--- config.mk ---
export PLATFORM = sky130hd
export DESIGN_NAME = prescaler_frame_ctrl
export DESIGN_NICKNAME = d
export VERILOG_FILES = /design/src/rtl/dsm_ctrl_pkg.sv /design/src/rtl/frame_tick_counter.sv /design/src/rtl/prescaler_frame_ctrl.sv
export SDC_FILE = /design/constraint.sdc
export NUM_CORES = 1
export LEC_CHECK = 0
export ABC_AREA = 1
export CAP_MARGIN = 20
export CORE_UTILIZATION = 45
export CTS_BUF_LIST = sky130_fd_sc_hd__clkbuf_16
export CTS_CLUSTER_DIAMETER = 60
export DETAILED_ROUTE_END_ITERATION = 7
export PLACE_DENSITY = 0.75
export REMOVE_ABC_BUFFERS = 1
export SYNTH_ARGS = -nofsm -noshare
export SYNTH_HDL_FRONTEND = slang
export SYNTH_SLANG_ARGS = --single-unit
--- constraint.sdc ---
create_clock -name clk50m -period 1.3 [get_ports clk50m]
set_input_delay 0.39 -clock clk50m [delete_from_list [all_inputs] [get_ports clk50m]]
set_output_delay 0.39 -clock clk50m [all_outputs]
set_load 0.03 [all_outputs]
--- src/rtl/dsm_ctrl_pkg.sv ---
// Shared definitions for the DSM DAC prescaler run controller:
// controller states, default reload value and default frame length.
package dsm_ctrl_pkg;

   typedef enum logic [1:0] {
      IDLE     = 2'd0,
      RUN      = 2'd1,
      STOPPING = 2'd2
   } state_t;

   localparam int         DEFAULT_FRAME_LEN = 64;
   localparam logic [7:0] DEFAULT_PREVAL    = 8'd49;

endpackage

--- src/rtl/frame_tick_counter.sv ---
// Wrap counter of prescaler ticks within a DSM frame (0..FRAME_LEN-1), flagging
// the second-to-last and last tick positions of the frame.
module frame_tick_counter #(
   parameter int FRAME_LEN = dsm_ctrl_pkg::DEFAULT_FRAME_LEN,
   parameter int CNT_W     = $clog2(FRAME_LEN)
) (
   input  logic clk50m,
   input  logic rst,
   input  logic clr,
   input  logic tick,
   output logic pre_last,
   output logic last
);

   localparam logic [CNT_W-1:0] LAST_CNT     = CNT_W'(FRAME_LEN - 1);
   localparam logic [CNT_W-1:0] PRE_LAST_CNT = CNT_W'(FRAME_LEN - 2);

   logic [CNT_W-1:0] r_tick_cnt;

   always_ff @(posedge clk50m or posedge rst) begin
      if (rst) begin
         r_tick_cnt <= '0;
      end else if (clr) begin
         r_tick_cnt <= '0;
      end else if (tick) begin
         if (r_tick_cnt == LAST_CNT) begin
            r_tick_cnt <= '0;
         end else begin
            r_tick_cnt <= r_tick_cnt + CNT_W'(1);
         end
      end
   end

   assign pre_last = (r_tick_cnt == PRE_LAST_CNT);
   assign last     = (r_tick_cnt == LAST_CNT);

endmodule

--- src/rtl/prescaler_frame_ctrl.sv ---
// Run controller for the DSM DAC prescaler: run/stop FSM, frame-aligned reload
// updates and one sample request per frame. Macro DSM_OVR_CNT_EN adds ovr_cnt.
module prescaler_frame_ctrl #(
   parameter int               PRE_W          = 8,
   parameter int               FRAME_LEN      = dsm_ctrl_pkg::DEFAULT_FRAME_LEN,
   parameter logic [PRE_W-1:0] DEFAULT_PREVAL = dsm_ctrl_pkg::DEFAULT_PREVAL
) (
   input  logic             clk50m,
   input  logic             rst,
   input  logic             start,
   input  logic             stop,
   input  logic             cfg_valid,
   input  logic [PRE_W-1:0] cfg_preval,
   output logic             cfg_ready,
   output logic             pre_en,
   output logic [PRE_W-1:0] pre_preval,
   input  logic             pre_cnt_zero,
   output logic             dsm_tick,
   output logic             frame_end,
   output logic             smp_req,
   input  logic             smp_ack,
   output logic             busy,
   output logic             overrun
`ifdef DSM_OVR_CNT_EN
   ,
   output logic [7:0]       ovr_cnt
`endif
);

   import dsm_ctrl_pkg::*;

   state_t           r_state;
   state_t           w_state_nxt;

   logic             w_tick;
   logic             w_pre_last;
   logic             w_last;
   logic             w_pre_tick;
   logic             w_frame_tick;
   logic             w_start_idle;
   logic             w_enter_idle;
   logic             w_cfg_accept;
   logic             w_ovr_evt;

   logic             r_pend_valid;
   logic             w_pend_valid_nxt;
   logic [PRE_W-1:0] r_pend;
   logic [PRE_W-1:0] w_pend_nxt;
   logic [PRE_W-1:0] r_pre_preval;
   logic [PRE_W-1:0] w_preval_nxt;

   logic             r_cfg_ready;
   logic             r_dsm_tick;
   logic             r_frame_end;
   logic             r_smp_req;
   logic             r_overrun;

   // Prescaler ticks only count while this block is enabling the prescaler.
   assign w_tick       = (r_state != IDLE) && pre_cnt_zero;
   assign w_pre_tick   = w_tick && w_pre_last;
   assign w_frame_tick = w_tick && w_last;
   assign w_start_idle = (r_state == IDLE) && start && !stop;
   assign w_enter_idle = (r_state == STOPPING) && (w_state_nxt == IDLE);
   assign w_cfg_accept = cfg_valid && r_cfg_ready;
   assign w_ovr_evt    = w_frame_tick && r_smp_req && !smp_ack;

   frame_tick_counter #(
      .FRAME_LEN (FRAME_LEN)
   ) u_frame_tick_counter (
      .clk50m   (clk50m),
      .rst      (rst),
      .clr      (w_start_idle),
      .tick     (w_tick),
      .pre_last (w_pre_last),
      .last     (w_last)
   );

   always_ff @(posedge clk50m or posedge rst) begin
      if (rst) begin
         r_state <= IDLE;
      end else begin
         r_state <= w_state_nxt;
      end
   end

   always_comb begin
      w_state_nxt = r_state;
      case (r_state)
         IDLE: begin
            if (start && !stop) begin
               w_state_nxt = RUN;
            end
         end
         RUN: begin
            if (stop) begin
               w_state_nxt = STOPPING;
            end
         end
         STOPPING: begin
            if (start && !stop) begin
               w_state_nxt = RUN;
            end else if (w_frame_tick) begin
               w_state_nxt = IDLE;
            end
         end
         default: begin
            w_state_nxt = IDLE;
         end
      endcase
   end

   // Running: new values park in pending until the second-to-last tick, so the
   // prescaler picks them up at the frame-end reload and never mixes rates.
   always_comb begin
      w_pend_valid_nxt = r_pend_valid;
      w_pend_nxt       = r_pend;
      w_preval_nxt     = r_pre_preval;
      if (r_state == IDLE) begin
         w_pend_valid_nxt = 1'b0;
         if (w_cfg_accept) begin
            w_preval_nxt = cfg_preval;
         end else if (r_pend_valid) begin
            w_preval_nxt = r_pend;
         end
      end else begin
         if (r_pend_valid && (w_pre_tick || w_enter_idle)) begin
            w_preval_nxt     = r_pend;
            w_pend_valid_nxt = 1'b0;
         end
         if (w_cfg_accept) begin
            w_pend_nxt       = cfg_preval;
            w_pend_valid_nxt = 1'b1;
         end
      end
   end

   always_ff @(posedge clk50m or posedge rst) begin
      if (rst) begin
         r_pend_valid <= 1'b0;
         r_pend       <= '0;
         r_pre_preval <= DEFAULT_PREVAL;
         r_cfg_ready  <= 1'b0;
      end else begin
         r_pend_valid <= w_pend_valid_nxt;
         r_pend       <= w_pend_nxt;
         r_pre_preval <= w_preval_nxt;
         r_cfg_ready  <= (w_state_nxt == IDLE) || !w_pend_valid_nxt;
      end
   end

   // A frame end re-raises the request even when an ack lands in the same cycle.
   always_ff @(posedge clk50m or posedge rst) begin
      if (rst) begin
         r_dsm_tick  <= 1'b0;
         r_frame_end <= 1'b0;
         r_overrun   <= 1'b0;
         r_smp_req   <= 1'b0;
      end else begin
         r_dsm_tick  <= w_tick;
         r_frame_end <= w_frame_tick;
         r_overrun   <= w_ovr_evt;
         if (w_start_idle || w_frame_tick) begin
            r_smp_req <= 1'b1;
         end else if (smp_ack) begin
            r_smp_req <= 1'b0;
         end
      end
   end

`ifdef DSM_OVR_CNT_EN
   logic [7:0] r_ovr_cnt;

   always_ff @(posedge clk50m or posedge rst) begin
      if (rst) begin
         r_ovr_cnt <= 8'd0;
      end else if (w_start_idle) begin
         r_ovr_cnt <= 8'd0;
      end else if (w_ovr_evt && (r_ovr_cnt != 8'hFF)) begin
         r_ovr_cnt <= r_ovr_cnt + 8'd1;
      end
   end

   assign ovr_cnt = r_ovr_cnt;
`endif

   assign cfg_ready  = r_cfg_ready;
   assign pre_en     = (r_state != IDLE);
   assign busy       = (r_state != IDLE);
   assign pre_preval = r_pre_preval;
   assign dsm_tick   = r_dsm_tick;
   assign frame_end  = r_frame_end;
   assign smp_req    = r_smp_req;
   assign overrun    = r_overrun;

endmodule

==> results of run 1 <==
## registers in the layout (all words and copies together) (netlist names)
| name | flops |
|---|---|
| pre_preval | 8 |
| r_pend | 8 |
| u_frame_tick_counter.r_tick_cnt | 6 |
| r_state | 2 |
| cfg_ready | 1 |
| dsm_tick | 1 |
| frame_end | 1 |
| overrun | 1 |
| r_pend_valid | 1 |
| smp_req | 1 |
## where the power goes
part           internal, W  switching (W)
clock             0.000686       0.000394
sequential         0.00127       0.000221
combinational     0.000855        0.00104
total              0.00282        0.00166
## final timing paths
path                            slack (ps)                                from  cells after the start             to
worst max-delay path                  -220                                stop                      9      cfg_ready
min in group clk50m                    470                       pre_preval[5]                      2  pre_preval[5]
worst min register to register         470                       pre_preval[5]                      2  pre_preval[5]
max in group asynchronous              630                                 rst                      3  pre_preval[0]
worst max register to register        -210  u_frame_tick_counter.r_tick_cnt[0]                     10  pre_preval[1]
worst min-delay path                   430                                 rst                      3      r_pend[1]
## layer usage
layer  share of wire, %  global-route usage (%)  vias up
met4                2.5                    12.2        0
met3                3.5                    4.62        9
met2                 54                    41.1       40
met5                  0                       0        -
met1                 40                    25.3      644
li1                   -                       -      663
## placed cells by master, fill, tap and decap left out, drive strengths merged, types with 2 or more instances in the layout
master | Yosys | layout
nand4 | 2 | 2
clkdlybuf4s50 | 0 | 13
dfstp | 3 | 3
o21ai | 22 | 22
inv | 23 | 23
nand2 | 51 | 51
clkbuf | 0 | 5
buf | 3 | 49
a21oi | 3 | 3
ha | 2 | 2
nor2 | 9 | 9
nand3 | 14 | 14
dfrtp | 27 | 27
clkinv | 0 | 3
## cell type report
cell class,instances,share of cell area [%]
repair buffers,63,24.8
flip-flops and latches,30,33.5
inverters,23,3.84
multi-input cells,110,29.3
clock buffers,5,5.56
well taps,44,2.45
clock inverters,3,0.501
## kinds of logic after synthesis
logic type / share of synthesized area, %
AO/OA/AOI/OAI: 10.3
AND/OR/NAND/NOR: 27.0
flip-flops: 52.8
buffers and inverters: 7.28
adder cells (fa/ha/maj): 1.75
multiplexers: 0.789
## timing repair
item | 4_1_cts | 5_1_grt
cloned | 0 | 1
endpoints found under the setup margin | 21 | 33
pin swaps | 8 | 6
setup buffers | 7 | 2
resized for setup | 21 | 22
## stage by stage
stage | instance area [µm²] | hold slack [ps] | total power, W
3_3_place_gp | 1920 | 459 | 0.00300
5_1_grt | 2250 | 467 | 0.00474
4_1_cts | 2170 | 438 | 0.00433
6_report | 2250 | 431 | 0.00447
2_1_floorplan | 1410 | 453 | 0.00237
3_5_place_dp | 1920 | 459 | 0.00307
## worst register-to-register path, stage by stage (launching register included)
cell	delay [ps]
dfrtp_1	380
ha_2	200
nand3_2	90
nor2_4	130
nand2_4	80
nand2_4	70
nand4_4	90
nand2_4	120
nand2_4	100
nand2_2	90
nand2_2	50
==> results.txt, run 1 <==
The run finished, with violations left. The final reports fail on negative setup slack. After clock tree synthesis, the clock-pin slew on the worst setup and hold paths is 50 ps. For this run, the top clock speed supported by timing is 657 MHz. The routed length per instance came out at 13.2 µm. For this run, asynchronously set or reset flops after synthesis account for 100%.

For this design the ratio of total power to cell area is 1990 nW/µm². In this run the cell area of the synthesized design comes to 1430 µm². The initial utilization of the core area, before any placement, comes to 47.1%. In this run the worst hold path is classified as primary input to asynchronous set/reset pin. Summed over all cells, the static leakage comes to 1.15 nW. Compared with the post-synthesis result, the final layout area differs by 57.6%.

The most area-hungry cell type in the Yosys netlist was dfrtp_1. Once placement completed, the tool counted placed cells totaling 261. Kind of capture point of the worst setup path: a register. Dividing the final minimum period by the clock period gives 117%. The first global-routing pass estimated 5670 µm of wire. Entering global routing, the biggest net connects 18 pins. After filler insertion, the fill cell instance count of the layout stands at 212. The tools report the number of global-route vias before repair as 1336. For this run, the register share of the synthesized area comes to 52.8%. The final RePlAce weighted congestion is 0.852, and the total vias in the final route is 1356. Once detailed placement completed, the half-perimeter wirelength came to 2350 µm. During synthesis, Yosys emitted a total of 0 warnings. The TritonCTS buffer count was 5; the number of flops mapped to enable cells by yosys was 0. Dominant cell by count in the synthesized netlist: nand2_1.

TritonCTS built the clock tree. The count of unresolved DRC violations after routing is 0, and the number of H-tree levels is 2. Clock insertion delay at the later pin of the skew report: 280 ps.

The combined buffer and inverter count along the critical path is 2. Slew at the pin closest to its max-slew limit: 300 ps. The initial antenna violation count was 0.

For the worst setup path, the data required time is 1460 ps. For the number of I/O pins, the log shows 30. After synthesis, the most frequently instantiated cells are nand2_1 (46), dfrtp_1 (27), inv_1 (21). Cells with a size suffix above 1 make up 38.5% of the layout.

The run gives 0 as the number of nets with antenna violations after detailed routing. The root buffer cell chosen for the clock tree is clkbuf_16. Setup repair after global routing could not meet its margin everywhere. The antenna diode count is 0.

After floorplanning, the core was divided into 20 placement rows. Cells fill 74.3% of the core in the end. The tools report the clock tree skew after final layout as 7.67 ps. Setup violations remaining at the end of the flow were counted as 19.

From left edge to right edge, the die measures 58.3 µm. In the final layout, the multi-input gates occupy 659 µm². The logs give 278 for the count of placed standard cells in the final layout, fillers left out and 166 for the cell count after synthesis. Worst setup path category: primary input to register. The clock passes through at most 2 buffers. The tools report the data arrival time of the worst path as 1680 ps. Counting every sink on the clock net gives 30.

The total overflow left after global routing is 0. From bottom edge to top edge, the die measures 58.3 µm. The slowest stage of the critical path is the clkdlybuf4s50_1 cell. The floorplan step defined a die boundary enclosing 3400 µm². The worst setup slack after layout is -222 ps, and the number of DRC violations after detailed-routing iteration 0 is 66. On the worst path, the slowest cell contributes a delay of 540 ps.

The net total in the final layout is 250. The tools report the overall track demand over capacity in global routing as 22.8%. For the number of endpoints with negative hold slack in the final report, the log shows 0.

After detailed routing, the number of vias per cell comes to 4.88. The first detailed-routing pass ran for 4 iterations. In this run, distinct cell masters in the synthesized netlist total 27. The count of hold-fix buffers inserted at cts is 0. The worst pin sits at a relative slew slack of 79.8%.

Each instance of the synthesized netlist takes up on average 8.60 µm². VDD sags by at most 0.953 mV. The run gives 0 as the number of pins exceeding their max-slew limit in the final report.

The aggregate negative setup slack was -2550 ps; the register cell area after layout was 754 µm². By area the synthesized netlist is led by dfrtp_1 (47%), nand2_1 (12%), dfstp_2 (5.5%), inv_1 (5.5%), nand3_1 (4.9%). The count of buffers added on input and output ports is 29. Wires add up to 3680 µm.

The startpoint kind of the worst setup timing path is a primary input. The top fanout value on the critical path was 3. Before CTS, the worst setup slack after placement is -532 ps.

The area fraction of the dominant cell type after synthesis works out to 47.3%. The run gives 0 as the max-cap check violation count. The flip-flop and latch count after synthesis was 30. The placeable core region is 3030 µm². Grouping stages by cell kind, the critical path spends the most delay in buffers and inverters.

Traced cell by cell, the critical path runs through clkdlybuf4s50_1 -> nor2_2 -> nor2_2 -> nand2_4 -> nand4_4 -> buf_4 -> nand3_1 -> nand2_1 -> nand2_1. Clock period minus final worst setup slack: 1520 ps. The most used flip-flop cell after synthesis is dfrtp_1.
No activity file was read; power rests on OpenSTA's default activity.
==> run 2: changes to the inputs <==
--- a/config.mk
+++ b/config.mk
@@ -7,11 +7,11 @@
 export LEC_CHECK = 0
 export ABC_AREA = 1
 export CAP_MARGIN = 20
-export CORE_UTILIZATION = 45
+export CORE_UTILIZATION = 50
 export CTS_BUF_LIST = sky130_fd_sc_hd__clkbuf_16
 export CTS_CLUSTER_DIAMETER = 60
 export DETAILED_ROUTE_END_ITERATION = 7
-export PLACE_DENSITY = 0.75
+export PLACE_DENSITY = 0.78
 export REMOVE_ABC_BUFFERS = 1
 export SYNTH_ARGS = -nofsm -noshare
 export SYNTH_HDL_FRONTEND = slang
==> constraint.sdc (replaced) <==
create_clock -name clk50m -period 1.6 [get_ports clk50m]
set_input_delay 0.48 -clock clk50m [delete_from_list [all_inputs] [get_ports clk50m]]
set_output_delay 0.48 -clock clk50m [all_outputs]
set_load 0.03 [all_outputs]
==> run 2 against run 1 <==
- via count down 5.0%
- sequential share of layout area up 3.1 points
- critical path depth up 1
- largest power group unchanged
- critical path type unchanged
- combinational power down 34%
- clock skew down 5.1 ps
- sequential power down 19%
- the flow now finishes without violations
- clock power down 19%
- final cell count down 9.4%
==> results.txt, run 2 (synthesis results as in run 1) <==
The floorplan die width works out to 55.4 µm (was 58.3 µm). The internal portion of total power is 0.00210 W (was 0.00282 W), and the routed length per instance is 13.5 µm (was 13.2 µm). The tools report the fraction of power consumed by sequential logic as 36.1% (was 33.4%). Setup repair after global routing could not meet its margin everywhere. The fraction of layout instances using a drive strength above 1 was 25.3% (was 38.5%); the clock insertion delay at the later pin of the skew report was 280 ps (about the same). The row count is 19 (was 20), and the power per cell area is 1620 nW/µm² (was 1990 nW/µm²). The register clock-pin slew on the reported worst setup and hold paths was 50 ps (about the same); the clock tree skew after final layout was 2.58 ps (was 7.67 ps).

The worst hold path begins at pre_preval[5]. The number of nets with antenna violations after detailed routing was 0 (unchanged). The initial antenna violation count is 0 (unchanged). The starting density of the core is 52.2% (was 47.1%), and the switching power summed over all nets is 0.00125 W (was 0.00166 W).

The final critical path takes up 99.5% of the cycle. The final RePlAce weighted congestion came out at 0.834 (was 0.852). Commonest cells after routing, fill and taps aside: nand2_1 (43), dfrtp_1 (27), inv_1 (23), buf_4 (23), o21ai_0 (14) (was nand2_1 (38), buf_4 (36), dfrtp_1 (27)). The logs give 5720 µm (was 5670 µm) for the first-pass GRT wire length and 37.7% (was 42.4%) for the fraction of power consumed by combinational cells. The overall track demand over capacity in global routing is 24.7% (was 22.8%). The worst hold path was traced through 2 stages. The worst setup slack before clock tree synthesis was -311 ps (was -532 ps).

The average via count per standard cell is 5.11 (was 4.88), and the worst hold-check slack is 464 ps (was 431 ps). The count of hold-fix buffers inserted at cts is 0 (unchanged), and the total vias in the final route is 1288 (was 1356). The path class of the lowest-slack min-delay path is register to register (was primary input to asynchronous set/reset pin). Gate family responsible for the most delay along the worst path: simple AND/OR/NAND/NOR gates (was buffers and inverters). Among the stages of the critical path, the cell type that occurs most often is nand2_4.

The setup-violating endpoint count in the final report was 0 (was 19). The synthesis-to-layout area growth works out to 44.4% (was 57.6%). For the routed wire length, the log shows 3410 µm (was 3680 µm). Kind of capture point of the worst setup path: a register (unchanged). The run gives 75.4% (was 74.3%) as the utilization after layout. The max-cap check violation count was 0 (unchanged); the number of I/O pins was 30 (unchanged). Worst flop-to-flop path startpoint: u_frame_tick_counter.r_tick_cnt[1] (was u_frame_tick_counter.r_tick_cnt[0]).

The logs give 3070 µm² (was 3400 µm²) for the die area and 0 (unchanged) for the remaining global-route overflow. Worst setup path category: primary input to register (unchanged). The combined buffer and inverter count along the critical path was 2 (unchanged).

TritonCTS built the clock tree. The logs give 0 (unchanged) for the number of endpoints with negative hold slack in the final report and 30 (unchanged) for the CTS sink count. The slew at the pin closest to its max-slew limit works out to 337 ps (was 300 ps).

The flow ran to the end, and the final reports show no timing, DRC or antenna violations. The run gives 628 MHz as the highest achievable clock rate. The cell depth of the worst flop-to-flop path was 10 (unchanged).

The maximum number of pins on one net before global-route repair came out at 18 (unchanged). Leakage component of the power: 1.08 nW (was 1.15 nW). The net switching share of the total power is 37.4% (was 37.0%).

Slowest stage cell on the critical path: clkdlybuf4s50_1 (unchanged). The required time of the worst setup path is 1770 ps (was 1460 ps). The tools report the setup slack of the worst register-to-register path as 30 ps (was -210 ps). The startpoint kind of the worst setup timing path was a primary input (unchanged). The CTS root buffer was clkbuf_16 (unchanged). The tools report the clock tree buffer depth as 2 (unchanged).

The instance count on the critical path works out to 10 (was 9). The worst hold path terminates at pre_preval[5]. The clock period minus final worst setup slack is 1590 ps, and the TritonCTS buffer count is 5 (unchanged). The worst relative slew slack was 77.3% (was 79.8%); the number of pins exceeding their max-slew limit in the final report was 0 (unchanged). The run gives 237 (was 250) as the net total in the final layout. The peak ir drop on the vdd network was 1.37 mV (was 0.953 mV). The tools report the proportion of power drawn by the clock network as 26.2% (was 24.2%).

The tools report the detailed-routing iteration count for the pre-antenna-repair pass as 4 (unchanged). For the data arrival time of the worst path, the log shows 1760 ps (was 1680 ps). The delay of the slowest critical-path stage is 490 ps (was 540 ps). Ordered cell list for the critical path: clkdlybuf4s50_1 -> inv_2 -> nor2_8 -> nand2_4 -> nand2_4 -> nand4_4 -> nand2_4 -> nand2_4 -> nand2_2 -> nand2_1 (was clkdlybuf4s50_1 -> nor2_2 -> nor2_2 -> nand2_4 -> nand4_4 -> buf_4 -> nand3_1 -> nand2_1 -> nand2_1).

The logs give 0 (unchanged) for the count of unresolved DRC violations after routing and 40 (was 66) for the number of DRC violations after detailed-routing iteration 0. The commonest non-fill, non-tap cell in the layout was nand2_1 (unchanged). The number of global-route vias before repair was 1283 (was 1336); the antenna diode count was 0 (unchanged).

The top fanout value on the critical path was 8 (was 3). The worst reg2reg path endpoint is pre_preval[2] (was pre_preval[1]). Count of buffers from port buffering: 29 (unchanged). The detailed placer's ending HPWL was 2440 µm (was 2350 µm); the placeable core region was 2730 µm² (was 3030 µm²).

For the number of H-tree levels, the log shows 2 (unchanged). The worst setup slack after layout is 7.38 ps (was -222 ps), and the vertical die dimension is 55.4 µm (was 58.3 µm).
[run 2: changes by cell type in the layout (fill, tap and decap cells not counted), moves of 4 or more]
cell	previous run	this run
buf_4	36	23
buf_6	11	1
dlygate4sd2_1	1	10
nand2_1	38	43
o21ai_0	9	14
inv_1	19	23
[run 2: tightest hold or removal path, delay by kind of cell (launching register included)]
kind | cells | cell delay (ps)
simple gates | 2 | 90
flops | 1 | 370
[run 2: power by group through the flow]
stage / registers (W) / logic [W] / clock network (W)
2_1_floorplan: 0.00138 / 0.000549 / 0
3_3_place_gp: 0.00119 / 0.00118 / 0
3_5_place_dp: 0.00121 / 0.00123 / 0
4_1_cts: 0.00120 / 0.00121 / 0.000895
5_1_grt: 0.00124 / 0.00139 / 0.000918
6_report: 0.00121 / 0.00126 / 0.000877
[run 2: layout make-up]
| type | count | area, µm² |
|---|---|---|
| Tap cell | 31 | 38.8 |
| Clock inverter | 3 | 11.3 |
| Sequential cell | 30 | 754 |
| Inverter | 23 | 86.3 |
| Clock buffer | 5 | 125 |
| Timing Repair Buffer | 49 | 419 |
| Fill cell | 218 | 672 |
| Multi-Input combinational cell | 111 | 627 |
[run 2: repair_timing]
action | CTS | global route
gates resized for setup | 16 | 15
pin swaps | 1 | 10
buffers inserted | 0 | 3
endpoints found under the setup margin | 17 | 10
cloned | 1 | 0
hold endpoints to repair | 0 | 0
[run 2: per-layer routing]
layer | wire, µm | part of all wire, % | vias up | track usage [%]
met4 | 77 | 2.3 | 0 | 12.9
met1 | 1430 | 42 | 613 | 28.4
met3 | 119 | 3.5 | 7 | 5.39
met5 | 0 | 0 | - | 0
met2 | 1780 | 52 | 31 | 42.9
li1 | - | - | 637 | -
[run 2: how the worst max path moves through the flow]
| stage | start | end |
|---|---|---|
| detailed placement | pre_cnt_zero | pre_preval[1] |
| finish | pre_cnt_zero | pre_preval[2] |
| global route | u_frame_tick_counter.r_tick_cnt[1] | pre_preval[2] |
| global placement | pre_cnt_zero | pre_preval[7] |
| CTS | r_state[1] | pre_en |
| floorplan | r_state[1] | r_pend[4] |
[run 2: through the flow]
step	cells	power [W]	TNS [ps]	instance area [µm²]
CTS	250	0.00330	-16.8	2010
global placement	241	0.00237	-3050	1860
global route	252	0.00355	-392	2060
finish	252	0.00335	0	2060
floorplan	163	0.00193	0	1410
detailed placement	241	0.00244	-3830	1860
==> run 3: changes to the inputs <==
--- a/config.mk
+++ b/config.mk
@@ -6,11 +6,12 @@
 export NUM_CORES = 1
 export LEC_CHECK = 0
 export ABC_AREA = 1
-export CAP_MARGIN = 20
+export CAP_MARGIN = 30
 export CORE_UTILIZATION = 50
 export CTS_BUF_LIST = sky130_fd_sc_hd__clkbuf_16
 export CTS_CLUSTER_DIAMETER = 60
 export DETAILED_ROUTE_END_ITERATION = 7
+export GPL_TIMING_DRIVEN = 0
 export PLACE_DENSITY = 0.78
 export REMOVE_ABC_BUFFERS = 1
 export SYNTH_ARGS = -nofsm -noshare
==> run 3 against run 2 <==
- the flow now finishes with violations (negative setup slack)
- wire length is 7.3% lower
- non-clock buffer count is 9 lower
- largest cell class unchanged
- clock skew hardly changed
- sequential power hardly changed
- power is 2.9% higher
- highest routed layer unchanged
- first-iteration DRC count is 30% higher
- global-route usage is 3.0 points lower
- via count is 1.8% lower
- register-to-register slack worse by 20 ps
==> results.txt, run 3 (synthesis results as in run 1) <==
Commonest cells after routing, fill and taps aside: nand2_1 (43), dfrtp_1 (25), inv_1 (20) (was nand2_1 (43), dfrtp_1 (27), inv_1 (23), buf_4 (23), o21ai_0 (14)). Number of DRC violations after detailed-routing iteration 0: 52 (was 40). The tools report the data arrival time of the worst path as 1770 ps (was 1760 ps).

Antenna diode count: 0 (unchanged). The delay of the slowest critical-path stage was 510 ps (was 490 ps). The startpoint kind of the worst setup timing path is a primary input (unchanged). Kind of capture point of the worst setup path: a register (unchanged). The fraction of layout instances using a drive strength above 1 was 22.3% (was 25.3%).

The run finished, with violations left. The run gives 2730 µm² (unchanged) as the placeable core region. The max-cap check violation count was 0 (unchanged); the count of hold-fix buffers inserted at cts was 0 (unchanged).

Worst setup path category: primary input to register (unchanged). Path class of the lowest-slack min-delay path: register to register (unchanged). The tools report the CTS root buffer as clkbuf_16 (unchanged). The vertical die dimension is 55.4 µm (unchanged), and the net total in the final layout is 227 (was 237). The tools report the overall track demand over capacity in global routing as 21.7% (was 24.7%). The logs give 0 (unchanged) for the initial antenna violation count and 624 MHz (was 628 MHz) for the highest achievable clock rate. The leakage component of the power is 1.06 nW (was 1.08 nW).

Gate family responsible for the most delay along the worst path: simple AND/OR/NAND/NOR gates (unchanged). The share of the clock period used by the worst path after layout works out to 100% (was 99.5%). Ordered cell list for the critical path: clkdlybuf4s50_1 -> inv_2 -> nor2_8 -> nand2_4 -> nand2_2 -> nand4_4 -> nand2_4 -> nand2_4 -> nand2_1 -> nand2_1 (was clkdlybuf4s50_1 -> inv_2 -> nor2_8 -> nand2_4 -> nand2_4 -> nand4_4 -> nand2_4 -> nand2_4 -> nand2_2 -> nand2_1).

The routed wire length is 3160 µm (was 3410 µm), and the required time of the worst setup path is 1760 ps (was 1770 ps). The routed length per instance works out to 13.0 µm (was 13.5 µm). The register clock-pin slew on the reported worst setup and hold paths works out to 50 ps (about the same). The number of pins exceeding their max-slew limit in the final report was 0 (unchanged). For the remaining global-route overflow, the log shows 0 (unchanged). TritonCTS built the clock tree.

The final reports fail on negative setup slack. Utilization after layout: 74.7% (was 75.4%). The detailed-routing iteration count for the pre-antenna-repair pass came out at 4 (unchanged). Setup repair after global routing could not meet its margin everywhere. The number of nets with antenna violations after detailed routing is 0 (unchanged), and the number of H-tree levels is 2 (unchanged). The floorplan die width is 55.4 µm (unchanged). The clock period minus final worst setup slack was 1600 ps (was 1590 ps); the total vias in the final route was 1265 (was 1288).

The count of unresolved DRC violations after routing is 0 (unchanged). The number of global-route vias before repair was 1226 (was 1283); the final RePlAce weighted congestion was 0.906 (was 0.834). The synthesis-to-layout area growth was 43.1% (was 44.4%); the average via count per standard cell was 5.23 (was 5.11). The tools report the peak ir drop on the vdd network as 1.56 mV (was 1.37 mV).

The commonest non-fill, non-tap cell in the layout is nand2_1 (unchanged). The most prevalent standard cell on the critical path is nand2_4 (unchanged). For the maximum number of pins on one net before global-route repair, the log shows 23 (was 18). The number of I/O pins is 30 (unchanged), and the first-pass GRT wire length is 5210 µm (was 5720 µm).

For the CTS sink count, the log shows 30 (unchanged). The power per cell area is 1690 nW/µm² (was 1620 nW/µm²), and the clock insertion delay at the later pin of the skew report is 270 ps (was 280 ps). The number of endpoints with negative hold slack in the final report was 0 (unchanged); the die area was 3070 µm² (unchanged). The count of buffers from port buffering was 29 (unchanged). The worst relative slew slack was 69.3% (was 77.3%); the starting density of the core was 52.2% (unchanged). The setup-violating endpoint count in the final report is 1 (was 0), and the worst setup slack after layout is -3.65 ps (was 7.38 ps). The TritonCTS buffer count is 5 (unchanged), and the combined buffer and inverter count along the critical path is 2 (unchanged).

The top fanout value on the critical path was 8 (unchanged). The aggregate negative setup slack is -3.65 ps (was 0 ps), and the slew at the pin closest to its max-slew limit is 460 ps (was 337 ps). The slowest stage cell on the critical path was clkdlybuf4s50_1 (unchanged).

The clock tree skew after final layout came out at 2.97 ps (was 2.58 ps). The detailed placer's ending HPWL is 2010 µm (was 2440 µm). The logs give 19 (unchanged) for the row count and 2 (unchanged) for the clock tree buffer depth.
==> run 3: repair_timing <==
action,in CTS,in global routing
setup buffers,5,5
setup endpoints to repair,23,17
gates cloned,0,0
endpoints found under the hold margin,0,0
gates resized for setup,31,11
pin swaps,4,3
==> run 3: routing by layer <==
metal / GRT usage [%] / up-vias / routed length, µm
met5: 0 / - / 0
li1: - / 620 / -
met2: 36.8 / 41 / 1610
met4: 8.21 / 0 / 53
met1: 25.0 / 597 / 1310
met3: 7.96 / 7 / 182
==> run 3: worst min-delay path, delay by kind of cell (launching register included) <==
family / cells / cell delay (ps)
and+or+nand+nor: 2 / 100
DFF: 1 / 360
==> run 3: cell type report <==
cell class              count  area, µm²
clock inverters             3       40.0
multi-input cells         110        607
flip-flops and latches     30        757
inverters                  23       86.3
well taps                  31       38.8
clock buffers               5        125
repair buffers             40        389
fillers                   195        691
==> run 3: worst paths after layout <==
path	start	endpoint	slack, ps	cells past startpoint
max in group asynchronous	rst	pre_preval[0]	550	3
hold reg to reg	pre_preval[4]	pre_preval[4]	460	2
min in group asynchronous	rst	pre_preval[7]	510	2
setup / recovery	pre_cnt_zero	pre_preval[2]	-4	10
hold / removal	pre_preval[4]	pre_preval[4]	460	2
setup reg to reg	u_frame_tick_counter.r_tick_cnt[0]	pre_preval[2]	10	10
==> run 3: power breakdown <==
group	total [W]	switching (W)	internal [W]
clock network	0.00105	0.000322	0.000727
registers	0.00119	0.000153	0.00104
logic	0.00121	0.000748	0.000461
total	0.00345	0.00122	0.00222
==> run 3: metrics by stage <==
step | worst slack [ps] | instance area (µm²) | hold slack, ps | cells | total power [W]
final | -3.65 | 2040 | 464 | 242 | 0.00345
after global routing | -90.4 | 2040 | 477 | 242 | 0.00364
after CTS | -46.7 | 1980 | 465 | 237 | 0.00340
after detailed placement | -400 | 1770 | 451 | 224 | 0.00232
after global placement | -370 | 1740 | 451 | 223 | 0.00226
after floorplan | 156 | 1410 | 453 | 163 | 0.00193
==> edit: new RTL, flow settings as in run 3 <==
Register the inputs `cfg_valid` and `cfg_preval` before use, without a reset. The logic sees them one clock later. The other inputs are not delayed to match.
--- a/src/rtl/prescaler_frame_ctrl.sv
+++ b/src/rtl/prescaler_frame_ctrl.sv
@@ -29,6 +29,14 @@
 
    import dsm_ctrl_pkg::*;
 
+   logic cfg_valid_q;
+   logic [PRE_W-1:0] cfg_preval_q;
+
+   always_ff @(posedge clk50m) begin
+      cfg_valid_q  <= cfg_valid;
+      cfg_preval_q <= cfg_preval;
+   end
+
    state_t           r_state;
    state_t           w_state_nxt;
 
@@ -61,7 +69,7 @@
    assign w_frame_tick = w_tick && w_last;
    assign w_start_idle = (r_state == IDLE) && start && !stop;
    assign w_enter_idle = (r_state == STOPPING) && (w_state_nxt == IDLE);
-   assign w_cfg_accept = cfg_valid && r_cfg_ready;
+   assign w_cfg_accept = cfg_valid_q && r_cfg_ready;
    assign w_ovr_evt    = w_frame_tick && r_smp_req && !smp_ack;
 
    frame_tick_counter #(
@@ -118,7 +126,7 @@
       if (r_state == IDLE) begin
          w_pend_valid_nxt = 1'b0;
          if (w_cfg_accept) begin
-            w_preval_nxt = cfg_preval;
+            w_preval_nxt = cfg_preval_q;
          end else if (r_pend_valid) begin
             w_preval_nxt = r_pend;
          end
@@ -128,7 +136,7 @@
             w_pend_valid_nxt = 1'b0;
          end
          if (w_cfg_accept) begin
-            w_pend_nxt       = cfg_preval;
+            w_pend_nxt       = cfg_preval_q;
             w_pend_valid_nxt = 1'b1;
          end
       end
Check against the original RTL: not equivalent (Yosys sat finds a counterexample within 4 cycles, from zero or initial values and one cycle with rst high).
==> edit against run 3 <==
Routed wire length rose by 12%. Synthesized area rose by 16%. Maximum frequency rose by 3.7%. Count of clock-buffer cells in the layout did not move. Hold slack improved by 0.0017 ns. Total power fell by 3.3%. Sequential cell count rose by 9. Cell area rose by 10%. Highest routed layer unchanged. Die area rose by 15%. Worst setup slack improved by 0.058 ns.
==> edit: results (changes against run 3) <==
- Outcome: completed (was complete, but fails checks)
- # fillers: 247 (was 195)
- Worst setup startpoint: r_state[0]$_DFF_PP0_ (was pre_cnt_zero)
- Multi-input gate count: 115 (was 110)
- Comb group: 1000 uW (was 1210 uW)
- Clock network power: 935 uW (was 1050 uW)
- Register area: 935.9 um2 (was 757.0 um2)
- Setup slack at placement: -0.3503 ns (was -0.4002 ns)
- Clock-cell share: 6.271% (was 8.083%)
- Largest net degree at the start of global routing: 19 (was 23)
- Overall routed net length: 3535 um (was 3158 um)
- Area contributors post-synth: dfrtp_1 41%, nand2_1 11%, dfxtp_1 11%, o21ai_0 5.4%, inv_1 5.4% (was dfrtp_1 47%, nand2_1 12%, dfstp_2 5.5%, inv_1 5.5%, nand3_1 4.9%)
- Clock share of power: 28.1% (was 30.4%)
- Async set-reset flop share out of synthesis: 76.92% (was 100.0%)
- Post-Synth XOR/XNOR Area: 1.058% (was 0%)
- Min Tclk post-route: 1.546 ns (was 1.604 ns)
- Critical path's slowest cell: dfrtp_2 (was clkdlybuf4s50_1)
- Rel. slew slack: 60.16% (was 69.30%)
- Final Skew: 0.007678 ns (was 0.002969 ns)
- Synth Area in Compound Gates: 8.314% (was 10.34%)
- Seq/Total Area, Yosys: 56.46% (was 52.85%)
- Reported leakage power: 0.001163 uW (was 0.001055 uW)
- Post-synthesis mux area share: 0.6803% (was 0.7888%)
- DP Area: 0.002011 mm2 (was 0.001767 mm2)
- Final HPWL DP: 2346 um (was 2013 um)
- Vias in the first global route: 1300 (was 1226)
==> edit: routing by layer <==
layer | vias to the layer above | GRT usage, % | routed length, um
met5 | - | 0 | 0
met4 | 0 | 10.30 | 116
met3 | 14 | 5.022 | 104
met2 | 32 | 40.45 | 1936
met1 | 645 | 23.41 | 1378
li1 | 666 | - | -
==> edit: worst paths after layout <==
check                                       endpoint
max in group asynchronous  pre_preval[4]$_DFFE_PP1P_
min in group asynchronous        smp_req$_DFFE_PP0P_
hold reg to reg            pre_preval[0]$_DFFE_PP1P_
hold / removal             pre_preval[0]$_DFFE_PP1P_
setup / recovery                              pre_en
setup reg to reg           pre_preval[5]$_DFFE_PP1P_
==> edit: logic make-up after synthesis <==
logic type / after synthesis
flip-flops: 39
adder cells (fa/ha/maj): 2
AO/OA/AOI/OAI: 26
XOR/XNOR: 2
AND/OR/NAND/NOR: 83
buffers and inverters: 28
multiplexers: 1
